`src/rtl/warp_status_ctrl.sv`:
```
// warp_status_ctrl: per-core warp context controller.
// Holds pc/mask/status/age/valid for every warp context, steps each warp
// through launch, issue, long-latency wait, barrier and exit, keeps GTO
// ages and releases the core-wide barrier.
// Optional feature: define WARP_WATCHDOG_EN to build the no-issue watchdog
// that drives hang_detect; without it hang_detect is tied low.
// NUM_WARPS is expected to be a power of two so every id selects a context.
//
// Per-warp state table:
//   state        | meaning
//   WARP_IDLE    | context never launched since reset
//   WARP_READY   | eligible for issue, age counting
//   WARP_WAITING | long-latency op outstanding, waits for writeback
//   WARP_BLOCKED | parked at a barrier until core-wide release
//   WARP_DONE    | exited, context may be relaunched
module warp_status_ctrl #(
   parameter int NUM_WARPS       = 8,
   parameter int AGE_WIDTH       = 8,
   parameter int WATCHDOG_CYCLES = 1024,
   parameter int DATA_WIDTH      = 32,
   parameter int WARP_SIZE       = 32,
   localparam int WARP_ID_WIDTH  = (NUM_WARPS > 1) ? $clog2(NUM_WARPS) : 1
) (
   input  logic                                   clk,
   input  logic                                   rst,
   input  logic                                   launch_valid,
   input  logic [WARP_ID_WIDTH-1:0]               launch_warp_id,
   input  logic [DATA_WIDTH-1:0]                  launch_pc,
   input  logic [WARP_SIZE-1:0]                   launch_mask,
   output logic                                   launch_ready,
   input  logic                                   issue_ack,
   input  logic [WARP_ID_WIDTH-1:0]               issue_warp_id,
   input  logic [DATA_WIDTH-1:0]                  issue_next_pc,
   input  logic                                   issue_is_long,
   input  logic                                   issue_is_barrier,
   input  logic                                   issue_is_exit,
   input  logic                                   wb_valid,
   input  logic [WARP_ID_WIDTH-1:0]               wb_warp_id,
   output logic [NUM_WARPS-1:0][DATA_WIDTH-1:0]   ctx_pc,
   output logic [NUM_WARPS-1:0][WARP_SIZE-1:0]    ctx_mask,
   output logic [NUM_WARPS-1:0][2:0]              ctx_status,
   output logic [NUM_WARPS-1:0][AGE_WIDTH-1:0]    ctx_age,
   output logic [NUM_WARPS-1:0]                   ctx_valid,
   output logic                                   barrier_release,
   output logic                                   proto_err,
   output logic                                   hang_detect
);

   localparam logic [2:0] WARP_IDLE    = 3'd0;
   localparam logic [2:0] WARP_READY   = 3'd1;
   localparam logic [2:0] WARP_WAITING = 3'd2;
   localparam logic [2:0] WARP_BLOCKED = 3'd3;
   localparam logic [2:0] WARP_DONE    = 3'd4;

   logic [NUM_WARPS-1:0][DATA_WIDTH-1:0] r_pc;
   logic [NUM_WARPS-1:0][WARP_SIZE-1:0]  r_mask;
   logic [NUM_WARPS-1:0][2:0]            r_status;
   logic [NUM_WARPS-1:0][AGE_WIDTH-1:0]  r_age;
   logic [NUM_WARPS-1:0]                 r_valid;
   logic                                 r_barrier_release;
   logic                                 r_proto_err;

   logic       w_launch_ok;
   logic       w_issue_ok;
   logic       w_wb_ok;
   logic       w_any_blocked;
   logic       w_all_blocked;
   logic       w_any_active;
   logic       w_release;
   logic [2:0] w_issue_status;

   assign launch_ready = !r_valid[launch_warp_id] || (r_status[launch_warp_id] == WARP_DONE);
   assign w_launch_ok  = launch_valid && launch_ready;
   assign w_issue_ok   = issue_ack && (r_status[issue_warp_id] == WARP_READY);
   assign w_wb_ok      = wb_valid && (r_status[wb_warp_id] == WARP_WAITING);
   assign w_release    = w_any_blocked && w_all_blocked;

   // Barrier condition from registered state: someone blocked and every live warp blocked.
   always_comb begin
      w_any_blocked = 1'b0;
      w_all_blocked = 1'b1;
      w_any_active  = 1'b0;
      for (int w = 0; w < NUM_WARPS; w++) begin
         if (r_valid[w] && (r_status[w] != WARP_DONE)) begin
            w_any_active = 1'b1;
            if (r_status[w] == WARP_BLOCKED)
               w_any_blocked = 1'b1;
            else
               w_all_blocked = 1'b0;
         end
      end
   end

   // Post-issue state by priority: exit, barrier, long-latency, otherwise stay ready.
   always_comb begin
      w_issue_status = WARP_READY;
      if (issue_is_exit)
         w_issue_status = WARP_DONE;
      else if (issue_is_barrier)
         w_issue_status = WARP_BLOCKED;
      else if (issue_is_long)
         w_issue_status = WARP_WAITING;
   end

   // Per-warp context update; launch, issue, wb and release only ever hit distinct warps.
   always_ff @(posedge clk or posedge rst) begin
      if (rst) begin
         r_pc              <= '0;
         r_mask            <= '0;
         r_status          <= '0;
         r_age             <= '0;
         r_valid           <= '0;
         r_barrier_release <= 1'b0;
         r_proto_err       <= 1'b0;
      end else begin
         r_barrier_release <= w_release;
         if ((issue_ack && !w_issue_ok) || (wb_valid && !w_wb_ok))
            r_proto_err <= 1'b1;
         for (int w = 0; w < NUM_WARPS; w++) begin
            if (w_launch_ok && (launch_warp_id == WARP_ID_WIDTH'(w))) begin
               r_status[w] <= WARP_READY;
               r_pc[w]     <= launch_pc;
               r_mask[w]   <= launch_mask;
               r_age[w]    <= '0;
               r_valid[w]  <= 1'b1;
            end else if (w_issue_ok && (issue_warp_id == WARP_ID_WIDTH'(w))) begin
               r_status[w] <= w_issue_status;
               r_pc[w]     <= issue_next_pc;
               r_age[w]    <= '0;
            end else if (w_wb_ok && (wb_warp_id == WARP_ID_WIDTH'(w))) begin
               r_status[w] <= WARP_READY;
            end else if (w_release && (r_status[w] == WARP_BLOCKED)) begin
               r_status[w] <= WARP_READY;
            end else if ((r_status[w] == WARP_READY) && (r_age[w] != {AGE_WIDTH{1'b1}})) begin
               r_age[w] <= r_age[w] + 1'b1;
            end
         end
      end
   end

`ifdef WARP_WATCHDOG_EN
   localparam int WD_WIDTH = $clog2(WATCHDOG_CYCLES + 1);

   logic [WD_WIDTH-1:0] r_wd_cnt;
   logic                r_hang;

   // Count cycles with live warps but no issue; flag a hang once the threshold is reached.
   always_ff @(posedge clk or posedge rst) begin
      if (rst) begin
         r_wd_cnt <= '0;
         r_hang   <= 1'b0;
      end else if (issue_ack || !w_any_active) begin
         r_wd_cnt <= '0;
      end else begin
         if (r_wd_cnt != WD_WIDTH'(WATCHDOG_CYCLES))
            r_wd_cnt <= r_wd_cnt + 1'b1;
         if (r_wd_cnt == WD_WIDTH'(WATCHDOG_CYCLES - 1))
            r_hang <= 1'b1;
      end
   end

   assign hang_detect = r_hang;
`else
   logic w_unused_wd;
   assign w_unused_wd = w_any_active | (WATCHDOG_CYCLES == 0);
   assign hang_detect = 1'b0;
`endif

   assign ctx_pc          = r_pc;
   assign ctx_mask        = r_mask;
   assign ctx_status      = r_status;
   assign ctx_age         = r_age;
   assign ctx_valid       = r_valid;
   assign barrier_release = r_barrier_release;
   assign proto_err       = r_proto_err;

endmodule

```
`config.mk`:
```
export PLATFORM = sky130hd
export DESIGN_NAME = warp_status_ctrl
export DESIGN_NICKNAME = d
export VERILOG_FILES = /design/src/rtl/warp_status_ctrl.sv
export SDC_FILE = /design/constraint.sdc
export NUM_CORES = 1
export LEC_CHECK = 0
export CORE_AREA = 5 5 278 280
export DETAILED_ROUTE_END_ITERATION = 8
export DIE_AREA = 0 0 283 285
export PLACE_DENSITY = 0.75
export SYNTH_ARGS = -nofsm -noshare
export SYNTH_HDL_FRONTEND = slang
export SYNTH_SLANG_ARGS = --single-unit
```
`constraint.sdc`:
```
create_clock -name clk -period 64.5 [get_ports clk]
set_input_delay 12.9 -clock clk [delete_from_list [all_inputs] [get_ports clk]]
set_output_delay 12.9 -clock clk [all_outputs]
set_load 0.05 [all_outputs]
```
==> metrics.txt <==
Worst-Margin Slew=1.09 ns; cts bufs inserted=68; Synth Area in Simple Gates=13.1%; Max-cap violations=0; Worst path slowest cell=clkdlybuf4s50_1; Pins Over Slew Limit=0; area share of the largest cell type after synthesis=55.6%; R2R Setup Slk=60.31 ns; H-tree depth=3; CP max FO=12; Gates resized, CTS repair=0; WP data arrival=15.45 ns; Clk Latency, worst-skew pair=0.62 ns; hold path depth=1; CP Buf/Inv Count=3; cell family with most CP delay=buffers and inverters; IO buf count=723; Hold Vio Cnt, Final=0; number of iterations in the first detailed-routing pass=6; largest family of logic cells by synthesized area=multiplexers; Setup Total Neg Slack=0 ns; post-synthesis mux area share=20.9%; XOR/XNOR Fraction of Synth Area=1.79%; startpoint types=input port; sequential area share after synthesis=55.6%; worst-case reg-to-reg path depth=8; CTS clk-pin slew, worst paths=0.06 ns; Unique masters post-synth=75; Req. time, crit path=51.60 ns; Yosys top cell by area=dfrtp_1; Hold EP=ctx_mask[154]$_DFFE_PP0P_; Syn Nets=2,452; Critical Path Max Stage Delay=0.85 ns; Hold Startpoint=ctx_mask[154]$_DFFE_PP0P_; Post-Syn Area=27,500 um^2; largest net degree at the start of global routing=108; syn_area_per_cell=11.8 um^2; number of I/O pins=725; clock sink count=610; Layout Nets=3,145; Die X=283 um; 1st-iter DRT viols=1,659; first-pass GRT wire length=149,000 um; Area contributors post-synth=dfrtp_1 56%, mux2_2 16%, nand2_1 5.7%; vias in the first global route=22,062; most common cell after layout, fill and taps aside=clkdlybuf4s50_1; status=completed; Root Buffer=clkbuf_16; dpl hpwl=68,600 um; Tot GR Track Use=23.9%; Via Count=21,692; Antenna Nets Post-Route=0; Reg-to-Reg End=ctx_mask[115]$_DFFE_PP0P_; most used cell, CP=clkdlybuf4s50_1; initial core utilization=37.0%; period utilisation layout=44.0%; fin crit period=28.35 ns; initial antenna violation count=11; Core Area=74,200 um^2; # setup viols final=0; CP Class=in -> out; Avg WL per Cell=24.6 um; RR Startpoint=ctx_status[9]$_DFFE_PP0P_; Die ar.=80,700 um^2; Post-CTS Setup Bufs=0; Max Clk Rate=35.3 MHz; Area Overhead vs Synth=37.6%; layout cells sized above 1=20.4%; worst hold path type=reg -> reg; critical path, cell by cell=clkdlybuf4s50_1 > mux4_2 > inv_1 > a211oi_2 > a21oi_1 > clkdlybuf4s50_1; TritonCTS clock tree=yes; Avg Vias per Cell=5.35; FF+latch count, synth=610; Placement Rows=100; clk buf depth=3; Worst Clk Skew=0.0375 ns; Compound-Gate Fraction of Synth Area=5.04%; asr flop ratio synth=100%; Setup crit end kind=primary output; number of flops mapped to enable cells by yosys=0; WL final=99,800 um; Synth Area in Adders=0.365%; drt drc=0; Die H=285 um; Most used DFF post-synth=dfrtp_1; Rel. slew slack=27.1%; unrepaired setup endpoints after global routing=false; yosys warns=0; total gr overflow=0; Post-Syn Instances=2,331; global placer's final weighted congestion=0.886; hold-fix buffers at CTS=0; most frequent cells in the layout=723 x clkdlybuf4s50_1, 610 x dfrtp_1, 415 x nand2_1, 397 x mux2_2, 183 x nor2_1
final cells by class:
cell class                 count  area (um^2)
multi-input combinational   1569        11400
clock buffer                  96         1960
sequential                   610        15300
inverter                      16         67.6
fill                        6468        36400
antenna                       10         25.0
tap                          969         1210
timing repair buffer         759         7510
clock inverter                26          319
how the worst max path moves through the flow:
stage	endpoint	slack, ns	cells after the start	from
CTS	launch_ready	36.14	6	launch_warp_id[0]
finish	launch_ready	36.15	6	launch_warp_id[0]
detailed placement	launch_ready	36.16	6	launch_warp_id[0]
global route	launch_ready	36.03	6	launch_warp_id[0]
global placement	launch_ready	36.20	6	launch_warp_id[0]
floorplan	barrier_release$_DFF_PP0_	34.52	1	rst
flip-flops by register name, summed over array words and instances (netlist names):
name	flops
proto_err	1
ctx_age	64
barrier_release	1
ctx_valid	8
ctx_mask	256
ctx_status	24
ctx_pc	256
cell families after synthesis:
| group | Yosys count |
|---|---|
| AND/OR/NAND/NOR | 805 |
| buffers and inverters | 152 |
| flip-flops | 610 |
| adder cells (fa/ha/maj) | 8 |
| AO/OA/AOI/OAI | 203 |
| XOR/XNOR | 56 |
| multiplexers | 496 |
| other | 1 |
through the flow:
step / std cells / hold slack (ns) / utilization (%) / area (um^2) / setup WS [ns]
global placement: 3923 / 0.474 / 47.8 / 35500 / 36.20
global route: 4053 / 0.510 / 50.9 / 37800 / 36.03
finish: 4055 / 0.493 / 50.9 / 37800 / 36.15
CTS: 4045 / 0.494 / 50.9 / 37800 / 36.14
floorplan: 2331 / 0.764 / - / 27500 / 34.52
detailed placement: 3923 / 0.481 / 47.8 / 35500 / 36.16
worst register-to-register path, cell delays in order (launching register included):
cell      delay, ns
dfrtp_1        0.49
or3b_2         0.52
o21ai_0        0.21
a211oi_2       0.12
buf_4          0.21
nor2_4         0.80
buf_4          0.60
buf_4          0.64
mux2_2         0.46
routing by layer:
metal / vias to the layer above / GRT usage (%) / part of all wire (%)
met4: 0 / 10.6 / 4.6
met1: 10887 / 29.9 / 39
met5: - / 0 / 0
met3: 233 / 8.68 / 11
li1: 9513 / - / -
met2: 1059 / 37.6 / 46
synthesized netlist by cell type (all sizes together) (13+ instances only):
library cell / instances
nand2: 417
nor3: 46
nand4: 17
mux2: 449
and3: 20
buf: 95
xor2: 35
inv: 15
clkbuf: 41
o21ai: 13
xnor2: 21
mux2i: 42
nor2: 187
a21oi: 44
nand2b: 18
a31oi: 97
dfrtp: 610
Power is not shown: default switching activity piles up to over one toggle a cycle in this logic, so the estimate is an artifact.
